==> src/rtl/ysyx_22051468_muldiv_ctrl.sv <==
`default_nettype none
// ysyx_22051468_muldiv_ctrl: multi-cycle RV64M sequencer (radix-2 shift-add multiply,
// restoring divide) that holds the pipeline while busy and returns a one-cycle write-back.
module ysyx_22051468_muldiv_ctrl #(
    parameter int WIDTH = 64,
    parameter int CNT_W = 7
) (
    input  logic             clk,
    input  logic             rst_n,
    input  logic             start_i,
    input  logic             flush_i,
    input  logic [2:0]       funct3_i,
    input  logic             is_w_i,
    input  logic [WIDTH-1:0] op1_i,
    input  logic [WIDTH-1:0] op2_i,
    input  logic [4:0]       rd_addr_i,
    output logic             stall_o,
    output logic             busy_o,
    output logic             w_en_o,
    output logic [4:0]       w_addr_o,
    output logic [WIDTH-1:0] w_data_o
);
    localparam int HALF = 32;

    typedef enum logic [1:0] {
        IDLE  = 2'd0,
        CALC  = 2'd1,
        FIXUP = 2'd2,
        DONE  = 2'd3
    } state_t;

    state_t state, state_nxt;

    logic [CNT_W-1:0]   cnt;
    logic [2:0]         f3;
    logic               is_w;
    logic               sign_x;
    logic               sign_a;
    logic [2*WIDTH-1:0] acc;
    logic [2*WIDTH-1:0] opa;
    logic [WIDTH-1:0]   opb;
    logic [WIDTH-1:0]   result;
    logic [4:0]         waddr;

    function automatic logic [WIDTH-1:0] sext32(input logic [HALF-1:0] v);
        return {{(WIDTH-HALF){v[HALF-1]}}, v};
    endfunction

    // Operand conditioning for the issuing instruction
    logic             sgn1, sgn2, neg1, neg2, is_div, div0, ovf;
    logic [WIDTH-1:0] ext1, ext2, mag1, mag2, dvd, min_val, fast_res;
    logic [CNT_W-1:0] n_iter;

    assign sgn1    = ~(funct3_i == 3'd3 || funct3_i == 3'd5 || funct3_i == 3'd7);
    assign sgn2    = sgn1 && (funct3_i != 3'd2);
    assign ext1    = is_w_i ? (sgn1 ? sext32(op1_i[HALF-1:0])
                                    : {{(WIDTH-HALF){1'b0}}, op1_i[HALF-1:0]}) : op1_i;
    assign ext2    = is_w_i ? (sgn2 ? sext32(op2_i[HALF-1:0])
                                    : {{(WIDTH-HALF){1'b0}}, op2_i[HALF-1:0]}) : op2_i;
    assign neg1    = sgn1 & ext1[WIDTH-1];
    assign neg2    = sgn2 & ext2[WIDTH-1];
    assign mag1    = neg1 ? -ext1 : ext1;
    assign mag2    = neg2 ? -ext2 : ext2;
    // W dividends are pre-aligned to the top so 32 shift steps consume them fully
    assign dvd     = is_w_i ? (mag1 << (WIDTH - HALF)) : mag1;
    assign min_val = is_w_i ? sext32(32'h8000_0000) : {1'b1, {(WIDTH-1){1'b0}}};
    assign is_div  = funct3_i[2];
    assign div0    = is_div & (ext2 == '0);
    assign ovf     = is_div & ~funct3_i[0] & (ext1 == min_val) & (&ext2);
    assign n_iter  = is_w_i ? CNT_W'(HALF) : CNT_W'(WIDTH);

    always_comb begin
        fast_res = '0;
        if (div0) begin
            if (funct3_i[1]) fast_res = is_w_i ? sext32(op1_i[HALF-1:0]) : op1_i;
            else             fast_res = '1;
        end else if (ovf) begin
            fast_res = funct3_i[1] ? '0 : ext1;
        end
    end

    // Restoring-divide step and final sign/width fixup
    logic [WIDTH:0]     trial;
    logic               ge;
    logic [WIDTH-1:0]   diff;
    logic [2*WIDTH-1:0] prod;
    logic [WIDTH-1:0]   mul_res, quo, rem, raw, fix_res;

    assign trial   = {acc[WIDTH-1:0], opb[WIDTH-1]};
    assign ge      = trial >= {1'b0, opa[WIDTH-1:0]};
    assign diff    = trial[WIDTH-1:0] - opa[WIDTH-1:0];
    assign prod    = sign_x ? -acc : acc;
    assign mul_res = (f3 == 3'd0) ? prod[WIDTH-1:0] : prod[2*WIDTH-1:WIDTH];
    assign quo     = sign_x ? -opb : opb;
    assign rem     = sign_a ? -acc[WIDTH-1:0] : acc[WIDTH-1:0];
    assign raw     = f3[2] ? (f3[1] ? rem : quo) : mul_res;
    assign fix_res = is_w ? sext32(raw[HALF-1:0]) : raw;

    always_ff @(posedge clk or negedge rst_n) begin
        if (!rst_n) state <= IDLE;
        else        state <= state_nxt;
    end

    always_comb begin
        state_nxt = state;
        stall_o   = 1'b0;
        w_en_o    = 1'b0;
        case (state)
            IDLE: begin
                stall_o = start_i;
                if (start_i) state_nxt = (div0 || ovf) ? DONE : CALC;
            end
            CALC: begin
                stall_o = 1'b1;
                if (cnt == CNT_W'(1)) state_nxt = FIXUP;
            end
            FIXUP: begin
                stall_o   = 1'b1;
                state_nxt = DONE;
            end
            DONE: begin
                w_en_o    = 1'b1;
                state_nxt = IDLE;
            end
            default: state_nxt = IDLE;
        endcase
        if (flush_i) begin
            state_nxt = IDLE;
            w_en_o    = 1'b0;
        end
    end

    always_ff @(posedge clk or negedge rst_n) begin
        if (!rst_n) begin
            cnt    <= '0;
            f3     <= '0;
            is_w   <= 1'b0;
            sign_x <= 1'b0;
            sign_a <= 1'b0;
            acc    <= '0;
            opa    <= '0;
            opb    <= '0;
            result <= '0;
            waddr  <= '0;
        end else begin
            case (state)
                IDLE: if (start_i && !flush_i) begin
                    f3     <= funct3_i;
                    is_w   <= is_w_i;
                    waddr  <= rd_addr_i;
                    sign_x <= neg1 ^ neg2;
                    sign_a <= neg1;
                    cnt    <= n_iter;
                    acc    <= '0;
                    if (is_div) begin
                        opa <= {{WIDTH{1'b0}}, mag2};
                        opb <= dvd;
                    end else begin
                        opa <= {{WIDTH{1'b0}}, mag1};
                        opb <= mag2;
                    end
                    if (div0 || ovf) result <= fast_res;
                end
                CALC: begin
                    cnt <= cnt - CNT_W'(1);
                    if (f3[2]) begin
                        acc <= {{WIDTH{1'b0}}, ge ? diff : trial[WIDTH-1:0]};
                        opb <= {opb[WIDTH-2:0], ge};
                    end else begin
                        if (opb[0]) acc <= acc + opa;
                        opa <= opa << 1;
                        opb <= opb >> 1;
                    end
                end
                FIXUP: if (!flush_i) result <= fix_res;
                default: ;
            endcase
        end
    end

    assign busy_o   = (state != IDLE);
    assign w_addr_o = waddr;
    assign w_data_o = result;

endmodule
`default_nettype wire
==> config.mk <==
export PLATFORM = sky130hd
export DESIGN_NAME = ysyx_22051468_muldiv_ctrl
export DESIGN_NICKNAME = d
export VERILOG_FILES = /design/src/rtl/ysyx_22051468_muldiv_ctrl.sv
export SDC_FILE = /design/constraint.sdc
export NUM_CORES = 2
export LEC_CHECK = 0
export CORE_UTILIZATION = 55
export DETAILED_ROUTE_END_ITERATION = 10
export PLACE_DENSITY = 0.74
export SYNTH_ARGS = -nofsm -noshare
export SYNTH_HDL_FRONTEND = slang
export SYNTH_SLANG_ARGS = --single-unit
export TNS_END_PERCENT = 20
==> constraint.sdc <==
create_clock -name clk -period 8 [get_ports clk]
set_input_delay 0.8 -clock clk [delete_from_list [all_inputs] [get_ports clk]]
set_output_delay 0.8 -clock clk [all_outputs]
set_load 0.005 [all_outputs]
==> results.py <==
metrics = {
    "clock_tree": {
        "h-tree-depth": 2,
        "cts-buffers-inserted": 49,
        "ctsLongestPathBuffers": 3,
        "cts_post_setup_buffers_inserted": 0,
        "cts_tree": "done",
        "clock_latency_ns": 0.63,
        "cts_resized": 0,
        "path_clk_slew_ns": 0.06,
        "cts.hold.buffers_added": 0,
        "clock_tree.root_cell": "clkbuf_16",
        "cts_num_sinks": 404,
    },
    "die": {
        "die_h_um": 279.8,
        "fp.coreArea_um2": 76200,
        "fp.dieArea_um2": 78290,
        "core.rowCount": 101,
        "die_w_um": 279.8,
        "start_util_pct": 55.70,
        "ios": 213,
    },
    "timing": {
        "setup-violations-final": 0,
        "drv_slew": 0,
        "period_needed_ns": 5.712,
        "worstMarginPinSlew_ns": 1.399,
        "hold_viol": 0,
        "rsz0062_at_grt": "false",
        "fin_worst_skew_ns": 0.03167,
        "clock.fmax_ghz": 0.1751,
        "setup-tns-final_ns": 0,
        "fin_crit_sh_pct": 71.40,
        "max_slew_margin_pct": 4.332,
    },
    "routing": {
        "drtPass1Iterations": 8,
        "avgRoutedWirePerCell_um": 28.36,
        "drc": 0,
        "avgViaCountPerCell": 6.929,
        "num_vias": 47360,
        "antenna_left": 0,
        "drt-total-wl_mm": 193.8,
        "drtIter0Drc": 7253,
    },
    "logic_synthesis": {
        "synth_top_area_share_pct": 23.82,
        "yosysWarningCount": 0,
        "synth_ff_type": "dfrtp_1",
        "synth_most_common_cell": "nand2_1",
        "synth_mux_area_share_pct": 2.140,
        "yosys_register_bits": 404,
        "syn_nets": 6207,
        "synthArstFlopShare_pct": 100.0,
        "yosys.area_share.simple_pct": 20.53,
        "synth_common_cells": "nand2_1, a21oi_1, o21ai_0, nor2_1, dfrtp_1",
        "yosys.area.top_type": "dfrtp_1",
        "ys_top_cells_by_area": "dfrtp_1, a21oi_1, o21ai_0, nand2_1, ha_1",
        "synthCells": 5861,
        "synth-xor-area-share_pct": 10.67,
        "synth-compound-area-share_pct": 31.42,
        "synth_cell_types": 94,
        "synth_area_um2": 42450,
        "synth_top_family_by_area": "compound AO/OA/AOI/OAI gates",
        "ys_seq_area_share_pct": 23.82,
        "synth_fa_ha_area_share_pct": 6.078,
        "avgSynthCellArea_um2": 7.242,
        "synth_edf_count": 0,
    },
    "setup_path": {
        "critPathLaunchType": "register",
        "crit_type": "reg2reg",
        "arrival_ns": 6.24,
        "cp_cell_sequence": "nor4_1 -> nand2b_1 -> or2_1 -> or2_2 -> or4_1 -> o21ai_0 -> o21ai_0 -> xnor2_1 -> a2111oi_0 -> o22ai_1 -> o21ai_1",
        "worstPathRequired_ns": 8.53,
        "crit_buf_inv": 0,
        "critical_path.max_stage_delay_ns": 1.22,
        "crit_fanout": 11,
        "crit_slowest_cell": "a2111oi_0",
        "critPathTopFamily": "simple AND/OR/NAND/NOR gates",
        "end_kind": "register",
        "cp_common_cell": "o21ai_0",
    },
    "power": {
        "power_switching_mw": 9.029,
        "power_mw": 16.44,
        "p_sw_share_pct": 54.93,
        "power_frac_seq_pct": 22.2,
        "peakVddDrop_uv": 328.7,
        "p_leak_nw": 19.27,
        "intPower_mw": 7.408,
        "power_density_nw_per_um2": 353.0,
        "comb_power_share_pct": 63.2,
        "p_clk_share_pct": 14.6,
    },
    "outcome": {
        "outcome": "finished, final reports clean",
    },
    "run": {
        "drv_cap": 0,
    },
    "placement": {
        "dp_hpwl_mm": 149.6,
        "port_buffers": 212,
        "routabilityCongestion": 1.119,
    },
    "global_route": {
        "gr-total-overflow": 0,
        "grt_pass1_vias": 42620,
        "antenna_found_initial": 12,
        "grt_use_total_pct": 48.00,
        "grt_pass1_wl_mm": 281.8,
        "grt_max_degree": 163,
    },
    "finish": {
        "synthToLayoutAreaGrowth_pct": 9.689,
        "nFillCells": 7235,
        "drive_gt1_share_pct": 4.621,
        "fin_nets": 6107,
    },
    "hold_path": {
        "hp-class": "in2async",
    },
}
logic make-up (layout without fill, tap and decap cells):
family | after synthesis | after routing
compound gates | 2164 | 2164
xor+xnor | 517 | 517
fa+ha+maj | 205 | 205
buf+inv | 589 | 527
flops | 404 | 404
mux | 87 | 87
other cells | 0 | 6
simple gates | 1895 | 1895
routing by layer:
layer / vias to the layer above / wire [um] / track usage, %
met2: 3354 / 76690 / 67.60
met3: 687 / 27170 / 15.07
met5: - / 69 / 0
met4: 10 / 14840 / 29.73
met1: 22260 / 75050 / 63.51
li1: 21050 / - / -
layout make-up:
type	instances	area (um2)	area share, %
diodes	6	15.01	0.03225
multi-input cells	4868	30170	64.79
well taps	1030	1289	2.768
repair buffers	285	2720	5.842
flip-flops and latches	404	10120	21.73
clock buffers	60	1349	2.897
inverters	153	574.3	1.233
clock inverters	29	327.8	0.7041
state kept, by name, indices dropped and copies added, names as in the netlist:
signal    cells
acc         128
cnt           7
f3            3
is_w          1
opa         128
opb          64
sign_a        1
sign_x        1
state         2
w_addr_o      5
w_data_o     64
path summary, 6_finish.rpt:
path,startpoint,end,slack [ns],cells past startpoint
max,acc[62],w_data_o[48],2.29,11
min,rst_n,opb[25],0.16,1
max reg2reg,acc[62],w_data_o[48],2.29,11
min reg2reg,w_data_o[46],w_data_o[46],0.49,2
max in group asynchronous,rst_n,opa[98],6.45,2
min in group clk,w_data_o[46],w_data_o[46],0.49,2
per-stage QoR:
step	area [um2]	utilization, %	hold slack [ns]	worst slack (ns)	std cells
floorplan	42450	-	0.4726	4.003	5861
global placement	44860	58.87	0.4707	2.431	6740
CTS	46540	61.07	0.1889	2.386	6829
detailed placement	44860	58.87	0.4791	2.431	6740
finish	46560	61.10	0.1562	2.288	6835
global route	46540	61.08	0.2175	2.101	6829
power by group through the flow:
stage	logic [mW]	clock network (mW)	registers, mW
after floorplan	7.07	0	2.99
after global placement	9.75	0	3.58
after detailed placement	9.83	0	3.58
after CTS	9.89	2.39	3.55
after global routing	11.0	2.47	3.64
final	10.4	2.40	3.65
worst register-to-register path: cells and delay by family, from the launching register on:
kind	cells	cell delay (ns)
xor+xnor	1	0.21
simple gates	5	2.64
flops	1	0.67
compound gates	5	2.11
layout by cell type, fill, tap and decap left out, types with 35 or more instances in the layout:
cell             instances
o22ai_1                 41
xnor2_1                282
o31ai_1                 85
nor2_1                 511
mux2i_1                 66
a22oi_1                 35
clkbuf_16               50
ha_1                   202
a211oi_1               116
a22o_1                  78
or3_1                   82
nor2b_1                 36
o21bai_1                52
inv_1                  150
nand2b_1                35
o21ai_1                 54
clkdlybuf4s50_1        209
a31oi_1                 42
nand2_1                730
nand3_1                 72
a21oi_1                643
or4_1                   43
nand4_1                104
nor3_1                 103
nor4_1                  42
buf_4                   71
o211ai_1                74
a21o_1                 125
dfrtp_1                400
xor2_1                 235
o21ai_0                596
Note: power is estimated with default switching activity, not from simulation.
